==> src/rtl/vmem_pkg.sv <==
// vmem_pkg: shared vector memory constants and FSM state encoding for load/store handlers
package vmem_pkg;
  localparam int ADDR_WIDTH     = 19;
  localparam int DEF_LANES      = 16;
  localparam int DEF_DATA_WIDTH = 16;
  typedef enum logic [2:0] {
    IDLE   = 3'd0,
    SCALAR = 3'd1,
    ISSUE  = 3'd2,
    DRAIN  = 3'd3,
    DONE   = 3'd4
  } vmem_state_e;
endpackage

==> src/rtl/vector_load_handler_if.sv <==
// vector_load_handler_if: request/memory/result bundle; AddrWrapErr exists only with VLOAD_WRAP_CHECK_EN
interface vector_load_handler_if
  import vmem_pkg::*;
#(
  parameter int DATA_WIDTH = DEF_DATA_WIDTH,
  parameter int LANES      = DEF_LANES
);
  logic [ADDR_WIDTH-1:0]             Address;
  logic                              Vectorop;
  logic                              ReadEn;
  logic [DATA_WIDTH-1:0]             MemorydataRead;
  logic [ADDR_WIDTH-1:0]             Out_Address;
  logic                              MemRead;
  logic                              BlockPipeLd;
  logic [DATA_WIDTH-1:0]             ScalarResult;
  logic                              ScalarValid;
  logic [LANES-1:0][DATA_WIDTH-1:0]  VectorResult;
  logic                              VectorValid;
`ifdef VLOAD_WRAP_CHECK_EN
  logic                              AddrWrapErr;
`endif
  modport master (
    output Address, Vectorop, ReadEn, MemorydataRead,
    input  Out_Address, MemRead, BlockPipeLd, ScalarResult, ScalarValid, VectorResult, VectorValid
`ifdef VLOAD_WRAP_CHECK_EN
    , input AddrWrapErr
`endif
  );
  modport slave (
    input  Address, Vectorop, ReadEn, MemorydataRead,
    output Out_Address, MemRead, BlockPipeLd, ScalarResult, ScalarValid, VectorResult, VectorValid
`ifdef VLOAD_WRAP_CHECK_EN
    , output AddrWrapErr
`endif
  );
endinterface

==> src/rtl/vload_lane_counter.sv <==
// vload_lane_counter: burst lane counter with wrapping base+lane address adder
module vload_lane_counter
  import vmem_pkg::*;
#(
  parameter int LANES = DEF_LANES,
  parameter int LW    = (LANES > 1) ? $clog2(LANES) : 1
) (
  input  logic                  clk,
  input  logic                  rst_n,
  input  logic                  clr_i,
  input  logic                  inc_i,
  input  logic [ADDR_WIDTH-1:0] base_i,
  output logic [LW-1:0]         lane_o,
  output logic                  last_o,
  output logic [ADDR_WIDTH-1:0] addr_o
);
  logic [LW-1:0] lane_q, lane_d;
  assign lane_d = clr_i ? '0 : inc_i ? lane_q + 1'b1 : lane_q;
  assign lane_o = lane_q;
  assign last_o = lane_q == LW'(LANES - 1);
  assign addr_o = base_i + ADDR_WIDTH'(lane_q);
  // lane index register, cleared at burst start and stepped per issued lane
  always_ff @(posedge clk or negedge rst_n)
    if (!rst_n) lane_q <= '0;
    else lane_q <= lane_d;
endmodule

==> src/rtl/vector_load_handler.sv <==
// vector_load_handler: scalar/vector memory load sequencer; VLOAD_WRAP_CHECK_EN adds the AddrWrapErr flag
module vector_load_handler
  import vmem_pkg::*;
#(
  parameter int DATA_WIDTH = DEF_DATA_WIDTH,
  parameter int LANES      = DEF_LANES
) (
  input  logic                  clk,
  input  logic                  rst_n,
  vector_load_handler_if.slave  bus
);
  localparam int LW = (LANES > 1) ? $clog2(LANES) : 1;
  vmem_state_e                      state_q, state_d;
  logic [ADDR_WIDTH-1:0]            base_q, base_d;
  logic [ADDR_WIDTH-1:0]            out_addr_q, out_addr_d;
  logic                             mem_read_q, mem_read_d;
  logic                             block_q, block_d;
  logic [DATA_WIDTH-1:0]            sres_q, sres_d;
  logic                             svalid_q, svalid_d;
  logic                             vvalid_q, vvalid_d;
  logic [LW-1:0]                    cap_q, cap_d;
  logic [LANES-1:0][DATA_WIDTH-1:0] vres_q;
  logic                             vwe, cnt_clr, cnt_inc, last;
  logic [LW-1:0]                    lane;
  logic [ADDR_WIDTH-1:0]            cur_addr;
`ifdef VLOAD_WRAP_CHECK_EN
  logic                             wrap_q, wrap_d;
  logic [ADDR_WIDTH:0]              end_addr;
  assign end_addr = {1'b0, base_q} + (ADDR_WIDTH+1)'(LANES - 1);
  assign bus.AddrWrapErr = wrap_q;
`endif
  vload_lane_counter #(.LANES(LANES), .LW(LW)) u_cnt (
    .clk    (clk),
    .rst_n  (rst_n),
    .clr_i  (cnt_clr),
    .inc_i  (cnt_inc),
    .base_i (base_q),
    .lane_o (lane),
    .last_o (last),
    .addr_o (cur_addr)
  );
  assign bus.Out_Address  = out_addr_q;
  assign bus.MemRead      = mem_read_q;
  assign bus.BlockPipeLd  = block_q;
  assign bus.ScalarResult = sres_q;
  assign bus.ScalarValid  = svalid_q;
  assign bus.VectorResult = vres_q;
  assign bus.VectorValid  = vvalid_q;
  // next-state and registered-output decode; requests are only looked at in IDLE
  always_comb begin
    state_d    = state_q;
    base_d     = base_q;
    out_addr_d = out_addr_q;
    mem_read_d = 1'b0;
    block_d    = block_q;
    sres_d     = sres_q;
    svalid_d   = 1'b0;
    vvalid_d   = 1'b0;
    cap_d      = cap_q;
    vwe        = 1'b0;
    cnt_clr    = 1'b0;
    cnt_inc    = 1'b0;
`ifdef VLOAD_WRAP_CHECK_EN
    wrap_d     = 1'b0;
`endif
    case (state_q)
      IDLE:
        if (bus.ReadEn) begin
          if (bus.Vectorop) begin
            base_d  = bus.Address;
            cnt_clr = 1'b1;
            block_d = 1'b1;
            state_d = ISSUE;
          end else begin
            out_addr_d = bus.Address;
            mem_read_d = 1'b1;
            state_d    = SCALAR;
          end
        end
      SCALAR: begin
        sres_d   = bus.MemorydataRead;
        svalid_d = 1'b1;
        state_d  = IDLE;
      end
      ISSUE: begin
        out_addr_d = cur_addr;
        mem_read_d = 1'b1;
        cap_d      = lane;
        cnt_inc    = 1'b1;
        vwe        = mem_read_q;
        state_d    = last ? DRAIN : ISSUE;
      end
      DRAIN: begin
        vwe     = 1'b1;
        block_d = 1'b0;
        state_d = DONE;
      end
      DONE: begin
        vvalid_d = 1'b1;
`ifdef VLOAD_WRAP_CHECK_EN
        wrap_d   = end_addr[ADDR_WIDTH];
`endif
        state_d  = IDLE;
      end
      default: state_d = IDLE;
    endcase
  end
  // state and output registers; a lane write lands one cycle after its address was presented
  always_ff @(posedge clk or negedge rst_n)
    if (!rst_n) begin
      state_q    <= IDLE;
      base_q     <= '0;
      out_addr_q <= '0;
      mem_read_q <= 1'b0;
      block_q    <= 1'b0;
      sres_q     <= '0;
      svalid_q   <= 1'b0;
      vvalid_q   <= 1'b0;
      cap_q      <= '0;
      vres_q     <= '0;
`ifdef VLOAD_WRAP_CHECK_EN
      wrap_q     <= 1'b0;
`endif
    end else begin
      state_q    <= state_d;
      base_q     <= base_d;
      out_addr_q <= out_addr_d;
      mem_read_q <= mem_read_d;
      block_q    <= block_d;
      sres_q     <= sres_d;
      svalid_q   <= svalid_d;
      vvalid_q   <= vvalid_d;
      cap_q      <= cap_d;
      if (vwe) vres_q[cap_q] <= bus.MemorydataRead;
`ifdef VLOAD_WRAP_CHECK_EN
      wrap_q     <= wrap_d;
`endif
    end
endmodule
==> src/flat_wrapper.sv <==
// flat-port wrapper written by rule: the top's interface ports become plain ports
module vector_load_handler_flat import vmem_pkg::*;
#(
  parameter int DATA_WIDTH = DEF_DATA_WIDTH,
  parameter int LANES      = DEF_LANES
)
  (clk, rst_n, bus_Address, bus_Vectorop, bus_ReadEn, bus_MemorydataRead, bus_Out_Address, bus_MemRead, bus_BlockPipeLd, bus_ScalarResult, bus_ScalarValid, bus_VectorResult, bus_VectorValid);
  vector_load_handler_if #(.DATA_WIDTH(DATA_WIDTH), .LANES(LANES)) bus_i ();
  input  logic clk;
  input  logic rst_n;
  input wire logic [$bits(bus_i.Address)-1:0] bus_Address;
  input wire logic [$bits(bus_i.Vectorop)-1:0] bus_Vectorop;
  input wire logic [$bits(bus_i.ReadEn)-1:0] bus_ReadEn;
  input wire logic [$bits(bus_i.MemorydataRead)-1:0] bus_MemorydataRead;
  output wire logic [$bits(bus_i.Out_Address)-1:0] bus_Out_Address;
  output wire logic [$bits(bus_i.MemRead)-1:0] bus_MemRead;
  output wire logic [$bits(bus_i.BlockPipeLd)-1:0] bus_BlockPipeLd;
  output wire logic [$bits(bus_i.ScalarResult)-1:0] bus_ScalarResult;
  output wire logic [$bits(bus_i.ScalarValid)-1:0] bus_ScalarValid;
  output wire logic [$bits(bus_i.VectorResult)-1:0] bus_VectorResult;
  output wire logic [$bits(bus_i.VectorValid)-1:0] bus_VectorValid;
  assign bus_i.Address = bus_Address;
  assign bus_i.Vectorop = bus_Vectorop;
  assign bus_i.ReadEn = bus_ReadEn;
  assign bus_i.MemorydataRead = bus_MemorydataRead;
  assign bus_Out_Address = bus_i.Out_Address;
  assign bus_MemRead = bus_i.MemRead;
  assign bus_BlockPipeLd = bus_i.BlockPipeLd;
  assign bus_ScalarResult = bus_i.ScalarResult;
  assign bus_ScalarValid = bus_i.ScalarValid;
  assign bus_VectorResult = bus_i.VectorResult;
  assign bus_VectorValid = bus_i.VectorValid;
  vector_load_handler #(.DATA_WIDTH(DATA_WIDTH), .LANES(LANES)) u_core (.clk(clk), .rst_n(rst_n), .bus(bus_i));
endmodule
==> config.mk <==
export PLATFORM = sky130hd
export DESIGN_NAME = vector_load_handler_flat
export DESIGN_NICKNAME = d
export VERILOG_FILES = /design/src/rtl/vmem_pkg.sv /design/src/rtl/vector_load_handler_if.sv /design/src/rtl/vload_lane_counter.sv /design/src/rtl/vector_load_handler.sv /design/src/flat_wrapper.sv
export SDC_FILE = /design/constraint.sdc
export NUM_CORES = 1
export LEC_CHECK = 0
export CAP_MARGIN = 20
export CORE_MARGIN = 2
export CORE_UTILIZATION = 41
export DETAILED_ROUTE_END_ITERATION = 7
export GPL_ROUTABILITY_DRIVEN = 1
export PLACE_DENSITY = 0.72
export SLEW_MARGIN = 20
export SYNTH_ARGS = -nofsm -noshare
export SYNTH_HDL_FRONTEND = slang
export SYNTH_SLANG_ARGS = --single-unit
==> constraint.sdc <==
create_clock -name clk -period 2.05 [get_ports clk]
set_clock_uncertainty 0.05 [all_clocks]
set_input_delay 0.41 -clock clk [delete_from_list [all_inputs] [get_ports clk]]
set_output_delay 0.41 -clock clk [all_outputs]
set_load 0.02 [all_outputs]
==> After elaboration in Yosys (flattened, before gate mapping) <==
Index checks and enable logic that the tools add are counted.
{ "totals": {"regBits": 325, "latchBits": 0, "ram_bits": 0, "mem_bits_ro": 0, "inputBits": 39, "output_inout_bits": 295, "word_cells": 71, "n_memories": 0} }
{ "op_classes": {"addsub": 2, "multipliers": 0, "n_div": 0, "n_lt_le_gt_ge": 2, "eq_ne": 8, "shift": 0, "mux": 25, "bitwise": 0, "n_reduce_logical": 8} }
{ "op_table": {"columns": ["operator", "count"], "rows": [
  ["256-bit bitwise mux", 1],
  ["16-bit demux with 4-bit select", 1],
  ["19-bit 2-to-1 mux", 2],
  ["19-bit case mux with 2 select lines", 1],
  ["19-bit by 4-bit adder with 19-bit output", 1],
  ["16-bit 2-to-1 mux", 1],
  ["1-bit 2-to-1 mux", 11],
  ["3-bit case mux with 3 select lines", 1],
  ["3-bit AND reduction", 3],
  ["4-bit 2-to-1 mux", 2],
  ["3-bit by 2-bit equality test with 1-bit output (second input constant)", 2],
  ["2-bit inequality test (second input constant)", 3],
  ["1-bit case mux with 2 select lines", 3],
  ["2-bit nonzero test", 3],
  ["4-bit by 5-bit < comparator with 1-bit output (second input constant)", 1],
  ["4-bit by 1-bit adder with 4-bit output (second input constant)", 1],
  ["4-bit equality test (second input constant)", 1],
  ["4-bit by 1-bit greater-or-equal comparator with 1-bit output (second input constant)", 1],
  ["3-bit by 1-bit equality test with 1-bit output (second input constant)", 1],
  ["3-bit equality test (second input constant)", 1],
  ["3-bit zero test", 1],
  ["3-bit 2-to-1 mux", 1],
  ["2-bit 2-to-1 mux", 1],
  ["1-bit logical AND", 1]
]} }

==> Logic depth before layout (Yosys ltp) <==
{ "logic_depth": {"depth_word": 5, "depth_mapped": 7, "ltp_nobuf": 7} }

==> Hierarchy <==
From an unflattened synthesis, not the netlist that was laid out.
{ "unflattened": {"cells_unflattened": 865, "hier_area_um2": 13686.9} }
{ "by_module_without_submodules": {"columns": ["module", "instances", "cells_each", "area_per_inst_um2", "seq_area_each_um2"], "rows": [
  ["vector_load_handler", 1, 790, 13061.3, 8032.7],
  ["vload_lane_counter", 1, 75, 625.6, 100.1]
]} }

==> Worst setup path after synthesis <==
OpenSTA, ideal clock, no wires.
{ "synth_path": {"path_type": "register to register", "start": "register u_core.u_cnt.lane_q[0], in the netlist u_core.u_cnt.lane_o[0]", "end": "register u_core.out_addr_q[16], in the netlist u_core.bus.Out_Address[16]", "setup_time_ns": 0.094, "arrival_ns": 2.078, "t_required_ns": 1.906, "slack_ns": -0.172, "path_stages_with_launch": 8, "n_path_buf": 0, "synth_period_minus_slack_ns": 2.222, "cell_sequence": "dfrtp_1 -> ha_1 -> inv_1 -> fa_1 -> nand2b_1 -> a211oi_1 -> a311oi_1 -> a211oi_1"} }
{ "synth_between": {"elab_chain_cells": 2} }
{ "synth_lines": {"columns": ["item", "line_no", "rtl"], "rows": [
  ["start: declaration", "vload_lane_counter.sv:17", "logic [LW-1:0] lane_q, lane_d;"],
  ["start signal: assignment", "vload_lane_counter.sv:25", "else lane_q <= lane_d;"],
  ["19-bit by 4-bit adder with 19-bit output", "vload_lane_counter.sv:21", "assign addr_o = base_i + ADDR_WIDTH'(lane_q);"],
  ["19-bit case mux with 2 select lines", "vector_load_handler.sv:66", "case (state_q)"],
  ["end signal: assignment", "vector_load_handler.sv:127", "out_addr_q <= out_addr_d;"],
  ["end: declaration", "vector_load_handler.sv:15", "logic [ADDR_WIDTH-1:0] out_addr_q, out_addr_d;"]
]} }
Every way passes these cells.
A chain may end at the register's enable or synchronous reset.

==> Worst setup path in the final report <==
{ "layout_path": {"start": "register u_core.base_q[0]", "end": "register u_core.out_addr_q[14], in the netlist u_core.bus.Out_Address[14]"} }
{ "layout_between": {"elab_chain_cells": 2} }
{ "layout_lines": {"columns": ["item", "line_no", "rtl"], "rows": [
  ["start: declaration", "vector_load_handler.sv:14", "logic [ADDR_WIDTH-1:0] base_q, base_d;"],
  ["start signal: assignment", "vector_load_handler.sv:126", "base_q <= base_d;"],
  ["19-bit by 4-bit adder with 19-bit output", "vload_lane_counter.sv:21", null],
  ["19-bit case mux with 2 select lines", "vector_load_handler.sv:66", null]
]} }
Every way passes these cells.

==> summary.md <==
| Metric | Value |
|---|---|
| Pwr Total | `approximately 31 mW` |
| Synth area leaders | `dfrtp_1 (63%), mux2_2 (24%), nand2_1 (2.1%), mux2i_1 (1.5%), a211oi_1 (1.1%)` |
| Inst Count DP | `between 1.5k and 2k` |
| Cell Count, Final, Fillers Out | `approximately 1.7k` |
| RSZ-0062 raised after global routing | `yes` |
| Vias | `~8.7k` |
| Pwr Density | `about 1700 mW/mm²` |
| Chip width | `around 180 µm` |
| Initial antenna violation count | `0` |
| CTS Sinks | `approximately 330` |
| Worst Tran Pin Value | `0.674 ns` |
| Final Util | `0.593` |
| Critical path class | `reg2reg` |
| Core Area | `about 0.031 mm²` |
| Vias in the first global route | `8873` |
| Die height | `~180 µm` |
| Max Clock Freq | `around 0.49 GHz` |
| Skew-Pair Late Insertion Delay | `around 0.50 ns` |
| CTS tree | `yes` |
| # IOs | `334` |
| Clk slew on worst S/H paths | `around 0.060 ns` |
| Min Tclk post-route | `between 2 and 2.5 ns` |
| Yosys synthesis warning count | `0` |
| Class of the worst hold path | `in2async` |
| Req. time, crit path | `2.34 ns` |
| First-pass GRT wire length | `55000 µm` |
| Async S/R FF share, synth | `1.00` |
| Pleak | `about 8.2 nW` |
| R2r setup slk | `0.03 ns` |
| Routed len/inst | `21.0 µm` |
| Status | `completed` |
| Die ar. | `approximately 0.033 mm²` |
| #FFs+latches synth | `approximately 330` |
| Tcrit/Tclk final | `0.986` |
| Setup violations, final | `0` |
| Max clock buf depth | `3` |
| Gr usage total | `0.217` |
| Routed Antenna Nets | `0` |
| Gp weighted congestion | `0.837` |
| Syn_nets | `between 900 and 1k` |
| Gr ovfl total | `0` |
| Synthesized area per cell | `about 15 µm²` |
| Slew Viols, Final | `0` |
| Crit path DAT | `2.31 ns` |
| CP peak stage delay | `about 0.36 ns` |
| Row Count | `65` |
| Filler cell count | `2491` |
| Critical Path End Type | `flop` |
| Synth Flop Type | `dfrtp_1` |
| Sequential area share after synthesis | `0.627` |
| Dpl hpwl | `25200 µm` |
| Largest net degree at the start of global routing | `68` |
| CTS H-tree depth | `2` |
| Nets | `1313` |
| Crit-path slowest cell | `fa_1` |
| Fin. Hold Viols | `0` |
| Synth Instances | `roughly 900` |
| Synth top cells by count | `dfrtp_1 (325), mux2_2 (272), nand2_1 (71)` |
| Clock root buffer | `clkbuf_16` |
| VDD IR max | `about 0.84 mV` |
| Via density per instance | `a little over 5` |
| Yosys top cell area share | `0.627` |
| Worst relative slew slack | `0.549` |
| Routed Wire Length | `35600 µm` |
| Area grow syn2layout | `43.2%` |
| Drt drc | `0` |
| Startpoint types | `flop` |
| Post-Syn Area | `roughly 0.013 mm²` |
| Iteration-0 DRC Markers | `441` |
| Cell Chain, Critical Path | `ha_1 -> inv_1 -> fa_1 -> nand2b_2 -> a211oi_2 -> buf_4 -> and4_1 -> a211oi_1` |
| Setup tns final | `0 ns` |
| Port bufs | `333` |
| Synth area leader | `dfrtp_1` |
| # diodes | `0` |
| Starting Density | `0.414` |
| Layout cells sized above 1 | `0.330` |
| MaxCap Viol Count | `0` |
| Count leader, synth | `dfrtp_1` |
| Crit path max fanout | `8` |
| CTS Buf Count | `36` |
| Number of synthesized flops with an enable pin | `0` |
| Distinct cells, synth | `47` |
| Pre-antenna DRT Iters | `4` |
[layout by cell type (no fill, tap or decap), drive strengths merged, types with 3 or more instances in the layout]
master,instances
clkdlybuf4s50,329
dfrtp,325
mux2,272
nand2,77
buf,66
clkbuf,49
mux2i,19
a211oi,19
o21ai,11
inv,11
nor2,11
and4,9
and3,8
clkinv,7
and2,5
a31oi,5
ha,5
nand3,5
xnor2,4
nand4,4
nor3b,4
nand2b,4
xor2,3
a21oi,3
dlymetal6s2s,3
nor3,3
nor2b,3
nor4b,3
[layer usage]
layer | wire length, µm | part of all wire | global-route usage | vias to the layer above
met5 | 0 | 0 | 0 | -
met4 | 754 | 0.021 | 0.0540 | 0
met3 | 2270 | 0.064 | 0.0417 | 50
met2 | 17400 | 0.49 | 0.367 | 319
met1 | 15200 | 0.43 | 0.289 | 4410
li1 | - | - | - | 3899
[final timing paths]
kind	start	endpoint	depth (start not counted)
max	u_core.base_q[0]	u_core.bus.Out_Address[14]	8
min	rst_n	u_core.bus.VectorResult[212]	2
max reg2reg	u_core.base_q[0]	u_core.bus.Out_Address[14]	8
min reg2reg	u_core.base_q[2]	u_core.base_q[2]	2
max in group asynchronous	rst_n	u_core.base_q[8]	3
min in group clk	bus_Address[10]	u_core.base_q[10]	3
[report_power, final]
part | internal, mW | leakage, nW | switching [mW]
clock | 3.82 | 0.582 | 2.49
combinational | 7.20 | 3.63 | 6.96
sequential | 9.28 | 3.95 | 1.73
[kinds of logic (layout without fill, tap and decap cells)]
logic type / after synthesis / after routing / share of synthesized area
DFF: 325 / 325 / 0.627
muxes: 291 / 291 / 0.251
and+or+nand+nor: 142 / 142 / 0.0642
buffers and inverters: 60 / 468 / 0.0199
AOI/OAI and AO/OA: 50 / 50 / 0.0264
xor gates and xnor gates: 7 / 7 / 0.00473
adders and majority gates: 6 / 6 / 0.00637
[per-stage QoR]
stage	instance area (µm²)	hold slack, ns	setup slack (ns)
2_1_floorplan	13000	0.0644	0.0134
3_3_place_gp	17300	0.317	0.0194
3_5_place_dp	17300	0.313	-0.00400
4_1_cts	18500	0.355	0.00164
5_1_grt	18600	0.383	-0.0376
6_report	18600	0.362	0.0284
[worst max-delay path, delay by kind of cell (launching register included)]
family	cells	cell delay, ns
compound gates	2	0.24
fa+ha+maj	2	0.53
buf+inv	2	0.23
flops	1	0.35
simple gates	2	0.44
[area by class of cell]
type | instances | area (µm²) | area share
clock buffer | 49 | 1050 | 0.0566
sequential | 325 | 8130 | 0.438
multi-input combinational | 496 | 4640 | 0.250
clock inverter | 10 | 115 | 0.00620
tap | 402 | 503 | 0.0271
inverter | 10 | 37.5 | 0.00202
timing repair buffer | 399 | 4080 | 0.220
[repair_timing]
action | CTS | global route
pin swaps | 0 | 3
setup buffers | 0 | 1
gates resized for setup | 1 | 9
endpoints found under the setup margin | 3 | 12
hold buffers | 1 | 0
endpoints found under the hold margin | 35 | 0
gates cloned | 0 | 0
[sequential cells by signal, summed over array words and instances, names as in the netlist]
signal / cells
u_core.bus.ScalarResult: 16
u_core.bus.VectorResult: 256
u_core.base_q: 19
u_core.bus.MemRead: 1
u_core.bus.BlockPipeLd: 1
u_core.cap_q: 4
u_core.state_q: 3
u_core.u_cnt.lane_o: 4
u_core.bus.VectorValid: 1
u_core.bus.Out_Address: 19
u_core.bus.ScalarValid: 1
No activity file was read; power rests on OpenSTA's default activity.
